==> config.mk <==
export PLATFORM = sky130hd
export DESIGN_NAME = bist_adder_n
export DESIGN_NICKNAME = d
export VERILOG_FILES = /design/src/rtl/bist_adder_pkg.sv /design/src/rtl/adder_n.sv /design/src/rtl/bist_adder_n.sv
export SDC_FILE = /design/constraint.sdc
export NUM_CORES = 1
export LEC_CHECK = 0
export ABC_AREA = 1
export CAP_MARGIN = 20
export CORE_AREA = 2 2 102 104
export CTS_BUF_LIST = sky130_fd_sc_hd__clkbuf_16
export CTS_CLUSTER_SIZE = 16
export DETAILED_ROUTE_END_ITERATION = 8
export DIE_AREA = 0 0 104 106
export DONT_BUFFER_PORTS = 1
export SYNTH_ARGS = -nofsm -noshare
export SYNTH_HDL_FRONTEND = slang
export SYNTH_SLANG_ARGS = --single-unit
==> constraint.sdc <==
create_clock -name clk -period 2.35 [get_ports clk]
set_clock_uncertainty 0.15 [all_clocks]
set_input_delay 0.3525 -clock clk [delete_from_list [all_inputs] [get_ports clk]]
set_output_delay 0.3525 -clock clk [all_outputs]
set_load 0.01 [all_outputs]
==> src/rtl/bist_adder_pkg.sv <==
// Shared definitions for the self-testing adder: FSM states, vector count
// and the built-in vector table.
package bist_adder_pkg;

    typedef enum logic [1:0] {
        IDLE,
        RUN,
        DONE
    } state_t;

    localparam int unsigned NUM_VEC = 8;

    typedef enum logic [2:0] {
        F_X,
        F_Y,
        F_CIN,
        F_SUM,
        F_COUT
    } vec_field_t;

    // One field of built-in vector k for a given adder width; single-bit
    // fields come back in bit 0, multi-bit fields are masked to width.
    function automatic logic [63:0] vec_field(input int unsigned width,
                                              input logic [2:0]  k,
                                              input vec_field_t  f);
        logic [63:0] ones;
        logic [63:0] p5;
        logic [63:0] pa;
        logic [63:0] vx;
        logic [63:0] vy;
        logic [63:0] vs;
        logic        vc;
        logic        vo;
        ones = '1;
        if (width < 64) ones = (64'd1 << width) - 64'd1;
        p5 = {32{2'b01}} & ones;
        pa = {32{2'b10}} & ones;
        case (k)
            3'd0:    begin vx = '0;   vy = '0;   vc = 1'b0; vs = '0;   vo = 1'b0; end
            3'd1:    begin vx = '0;   vy = ones; vc = 1'b0; vs = ones; vo = 1'b0; end
            3'd2:    begin vx = '0;   vy = ones; vc = 1'b1; vs = '0;   vo = 1'b1; end
            3'd3:    begin vx = ones; vy = '0;   vc = 1'b0; vs = ones; vo = 1'b0; end
            3'd4:    begin vx = ones; vy = '0;   vc = 1'b1; vs = '0;   vo = 1'b1; end
            3'd5:    begin vx = ones; vy = ones; vc = 1'b1; vs = ones; vo = 1'b1; end
            3'd6:    begin vx = p5;   vy = p5;   vc = 1'b0; vs = pa;   vo = 1'b0; end
            default: begin vx = pa;   vy = pa;   vc = 1'b1; vs = p5;   vo = 1'b1; end
        endcase
        case (f)
            F_X:     return vx;
            F_Y:     return vy;
            F_CIN:   return {63'd0, vc};
            F_SUM:   return vs;
            default: return {63'd0, vo};
        endcase
    endfunction

endpackage

==> src/rtl/adder_n.sv <==
// Purely combinational WIDTH-bit adder with carry in/out.
module adder_n #(
    parameter int unsigned WIDTH = 16
) (
    input  logic [WIDTH-1:0] a,
    input  logic [WIDTH-1:0] b,
    input  logic             cin,
    output logic [WIDTH-1:0] sum,
    output logic             cout
);

    assign {cout, sum} = {1'b0, a} + {1'b0, b} + (WIDTH+1)'(cin);

endmodule

==> src/rtl/bist_adder_n.sv <==
// Registered-operand adder with a built-in self-test that applies eight
// fixed vectors and records which of them miscompared.
module bist_adder_n
    import bist_adder_pkg::*;
#(
    parameter  int unsigned WIDTH   = 16,
    localparam int unsigned NUM_VEC = bist_adder_pkg::NUM_VEC
) (
    input  logic               clk,
    input  logic               rst_n,
    input  logic               en,
    input  logic               test_en,
    input  logic               start,
    input  logic               inj_fault,
    input  logic [WIDTH-1:0]   x,
    input  logic [WIDTH-1:0]   y,
    input  logic               c0,
    output logic [WIDTH-1:0]   sum,
    output logic               carry_out,
    output logic               busy,
    output logic               done,
    output logic               pass,
    output logic [NUM_VEC-1:0] fail_mask,
    output logic [2:0]         first_fail
);

    state_t           state;
    state_t           state_nxt;
    logic [3:0]       vec_idx;
    logic [WIDTH-1:0] a_q;
    logic [WIDTH-1:0] b_q;
    logic             cin_q;
    logic             launch;
    logic             advance;
    logic [2:0]       cur_k;
    logic [2:0]       chk_k;
    logic [WIDTH-1:0] exp_sum;
    logic             exp_cout;
    logic             miscmp;

    always_comb begin
        state_nxt = state;
        launch    = 1'b0;
        if (!en || !test_en) begin
            state_nxt = IDLE;
        end else begin
            case (state)
                IDLE, DONE: begin
                    if (start) begin
                        state_nxt = RUN;
                        launch    = 1'b1;
                    end
                end
                RUN:     if (vec_idx == 4'(NUM_VEC)) state_nxt = DONE;
                default: state_nxt = IDLE;
            endcase
        end
    end

    always_ff @(posedge clk or negedge rst_n) begin
        if (!rst_n) state <= IDLE;
        else        state <= state_nxt;
    end

    // vec_idx is the vector loaded at the next edge; the one one behind it
    // is the vector whose result is currently on sum/carry_out.
    assign advance  = (state == RUN) && en && test_en;
    assign cur_k    = vec_idx[2:0];
    assign chk_k    = cur_k - 3'd1;
    assign exp_sum  = WIDTH'(vec_field(WIDTH, chk_k, F_SUM));
    assign exp_cout = 1'(vec_field(WIDTH, chk_k, F_COUT));
    assign miscmp   = {carry_out ^ inj_fault, sum} != {exp_cout, exp_sum};

    always_ff @(posedge clk or negedge rst_n) begin
        if (!rst_n) begin
            vec_idx    <= '0;
            fail_mask  <= '0;
            first_fail <= '0;
        end else if (launch) begin
            vec_idx    <= '0;
            fail_mask  <= '0;
            first_fail <= '0;
        end else if (advance) begin
            if (vec_idx != 4'd0) begin
                fail_mask[chk_k] <= miscmp;
                if (miscmp && (fail_mask == '0)) first_fail <= chk_k;
            end
            if (vec_idx != 4'(NUM_VEC)) vec_idx <= vec_idx + 4'd1;
        end
    end

    always_ff @(posedge clk or negedge rst_n) begin
        if (!rst_n) begin
            a_q   <= '0;
            b_q   <= '0;
            cin_q <= 1'b0;
        end else if (!en) begin
            a_q   <= '0;
            b_q   <= '0;
            cin_q <= 1'b0;
        end else if (!test_en) begin
            a_q   <= x;
            b_q   <= y;
            cin_q <= c0;
        end else if (advance && (vec_idx != 4'(NUM_VEC))) begin
            a_q   <= WIDTH'(vec_field(WIDTH, cur_k, F_X));
            b_q   <= WIDTH'(vec_field(WIDTH, cur_k, F_Y));
            cin_q <= 1'(vec_field(WIDTH, cur_k, F_CIN));
        end
    end

    adder_n #(.WIDTH(WIDTH)) u_adder (
        .a    (a_q),
        .b    (b_q),
        .cin  (cin_q),
        .sum  (sum),
        .cout (carry_out)
    );

    assign busy = (state == RUN);
    assign done = (state == DONE);
    assign pass = done && (fail_mask == '0);

endmodule

==> summary.md <==
| Metric | Value |
|---|---|
| Status | finished with violations |
| Violated checks | negative setup slack |
| Syn Inst Count | about 580 |
| Vias in the first global route | between 3k and 4k |
| Chip width | 104 um |
| Mapped Area | roughly 3900 um2 |
| P per Cell Area | about 800 nW/um2 |
| Core area | about 10000 um2 |
| # DRC | 0 |
| Yosys top cell area share | between 30% and 40% |
| Final total power | roughly 4.3 mW |
| CTS sink cnt | 50 |
| Most used cell, CP | buf_4 |
| IO Pins | 70 |
| Critical path buffers and inverters | 5 |
| Final setup viols | 27 |
| Seq/Total Area, Yosys | 32.2% |
| Worst R2R Path Depth | 20 |
| Min-delay worst type | in2reg |
| Share of cells above drive strength 1 | between 30 and 40% |
| Post-Syn Area per Cell | 6.68 um2 |
| WL/cell | between 10 and 15 um |
| Peak VDD IR | roughly 440 uV |
| Clk root buf | clkbuf_16 |
| FF-to-FF setup slack | -0.36 ns |
| Total gr overflow | 0 |
| Area after DPL | ~4700 um2 |
| CP startpoint kind | flop |
| Vias | about 4.1k |
| Final period utilization | 118% |
| Die area | 11,000 um2 |
| Routability Congestion | between 0.9 and 1 |
| Clk_lat worst skew | just under 0.3 ns |
| Flop pwr share | between 20% and 30% |
| Final Hold Viols | 0 |
| First-pass iteration count of the detailed router | 4 |
| Initial Util | approximately two fifths |
| Initial DRC count | around 230 |
| Largest net degree at the start of global routing | just over 50 |
| Post-Place Setup Slack | -0.353 ns |
| Slew @ Worst Pin | roughly 0.43 ns |
| RSZ-0062 raised after global routing | true |
| Design area | ~5400 um2 |
| Finished Layout Cells | between 800 and 900 |
| Clock-pin slew on the worst setup and hold paths | 0.07 ns |
| Delay-heaviest family, CP | simple AND/OR/NAND/NOR gates |
| Synthesized flop and latch total | 50 |
| Largest cells by area after synthesis | dfrtp_1 (32%), nand2_1 (17%), ha_1 (7.7%), inv_1 (7.1%), o21ai_0 (6.3%) |
| Critical Path Stages | 13 |
| Die Y | ~110 um |
| TritonCTS clock tree | yes |
| Post-DRT Antenna Nets | 0 |
| Maxcap violations | 0 |
| Fmax | 360 MHz |
| Warnings, synthesis | 0 |
| Commonest non-fill, non-tap cell in the layout | nand2_1 |
| WS Path Type | reg2out |
| Hold Crit Depth | 2 |
| Worst Path Arrival | approximately 2.3 ns |
| Placed Cells | 793 |
| Row count | 37 |
| Crit-path max cell delay | between 0.4 and 0.5 ns |
| First-pass GRT wire length | around 19 mm |
| Required @ worst endpoint | 1.85 ns |
| Int Pwr | 2.49 mW |
| # nets final | 744 |
| Antenna cells | 0 |
| H-Tree Depth | 2 |
| Switching Share | between 40% and 50% |
| Area delta synth->final | 37.9% |
| Clk buf depth | 2 |
| Max stage delay cell, worst path | fa_2 |
| Combinational Power Share | between 50% and 60% |
| Synth unique cells | 35 |
| Via density | 5.08 |
| Fillers | 1,032 |
| Fin. max-slew vios | 0 |
| DPL Wire Length | ~8.8 mm |
| Antenna violations before repair | 0 |
| Largest fanout on the critical path | 4 |
| IO Port Bufs | 0 |
| Utilization after layout | around 54% |
| Setup crit end kind | output port |
| Pleak | approximately 2.7 nW |
| Net Switching | roughly 1.8 mW |
| Relative slew slack | just over 70% |
| Min cycle time layout | roughly 2.8 ns |
| Post-Syn Nets | approximately 650 |
| Routed WL | 11.6 mm |
| Most frequent cells in the layout | nand2_1 (143), buf_4 (85), inv_1 (70) |
| Worst setup margin | -0.430 ns |
| Clock power share | ~16% |
| Cts bufs inserted | 5 |
| All-Layer GR Usage | 20.7% |
| Crit-path cells | fa_2, buf_4, buf_6, nand2_4, nand2_4, nand3_4, nand2_4, nand2_2, buf_4, nand3_1, nand2_2, buf_4, buf_4 |
| Cell taking the most area after synthesis | dfrtp_1 |
-- routing by layer --
metal / wire (um) / up-vias / share of wire [%] / global-route usage (%)
li1: - / 2074 / - / -
met1: 5390 / 1947 / 47 / 27.7
met2: 5430 / 106 / 47 / 34.7
met3: 544 / 19 / 4.7 / 2.88
met4: 206 / 0 / 1.8 / 6.76
met5: 0 / - / 0 / 0
-- logic make-up (layout without fill, tap and decap cells) --
| logic type | after synthesis | after routing | share of synthesized area, % |
|---|---|---|---|
| buffers and inverters | 87 | 185 | 8.63 |
| DFF | 50 | 50 | 32.2 |
| and+or+nand+nor | 320 | 320 | 36.7 |
| AOI/OAI and AO/OA | 96 | 96 | 12.8 |
| adders and majority gates | 26 | 26 | 8.76 |
| xor gates and xnor gates | 3 | 3 | 0.870 |
-- sequential cells by signal (all words and copies together), names as in the netlist --
signal / count
a_q: 16
b_q: 16
fail_mask: 8
vec_idx: 4
first_fail: 3
state: 2
cin_q: 1
-- repair_timing --
item | CTS | global route
hold buffers | 2 | 0
buffers inserted | 10 | 4
gates resized for setup | 53 | 48
pin swaps | 29 | 21
endpoints found under the setup margin | 28 | 44
endpoints found under the hold margin | 50 | 0
-- worst paths after layout --
check                                     from                         to
setup / recovery             cin_q$_DFFE_PN0P_                    sum[15]
hold / removal                           y[14]        b_q[14]$_DFFE_PN0P_
setup reg to reg             cin_q$_DFFE_PN0P_  first_fail[2]$_DFFE_PN0P_
hold reg to reg            b_q[11]$_DFFE_PN0P_        b_q[11]$_DFFE_PN0P_
max in group asynchronous                rst_n         a_q[2]$_DFFE_PN0P_
min in group asynchronous                rst_n  first_fail[2]$_DFFE_PN0P_
-- Yosys cell counts, drive strengths merged --
library cell	instances
a211oi	1
a21oi	37
a22oi	1
and2	1
buf	2
clkbuf	9
dfrtp	50
fa	2
ha	24
inv	76
nand2	196
nand3	50
nand3b	2
nand4	2
nor2	53
nor3	9
nor4	5
o21a	1
o21ai	52
o22ai	4
or2	2
xnor2	2
xor2	1
-- through the flow --
stage	hold WS, ns	TNS (ns)
floorplan	-0.0931	-0.788
global placement	-0.0922	-3.86
detailed placement	-0.0924	-4.18
CTS	0.0965	-7.21
global route	0.114	-10.88
finish	0.0866	-8.04
-- power by group through the flow --
stage          combinational (mW)  sequential, mW  clock [mW]
3_5_place_dp                 2.18            1.10           0
2_1_floorplan                1.29            1.08           0
3_3_place_gp                 2.14            1.09           0
4_1_cts                      2.37            1.09       0.705
5_1_grt                      2.78            1.11       0.738
6_report                     2.53            1.10       0.691
-- cell type report --
class / count / area, um2 / area share [%]
clock buffer: 5 / 125 / 2.34
multi-input combinational: 445 / 2670 / 49.9
clock inverter: 3 / 12.5 / 0.234
inverter: 76 / 293 / 5.46
sequential: 50 / 1250 / 23.4
tap: 136 / 170 / 3.18
timing repair buffer: 101 / 833 / 15.6
Power figures use the tool's default switching activity.
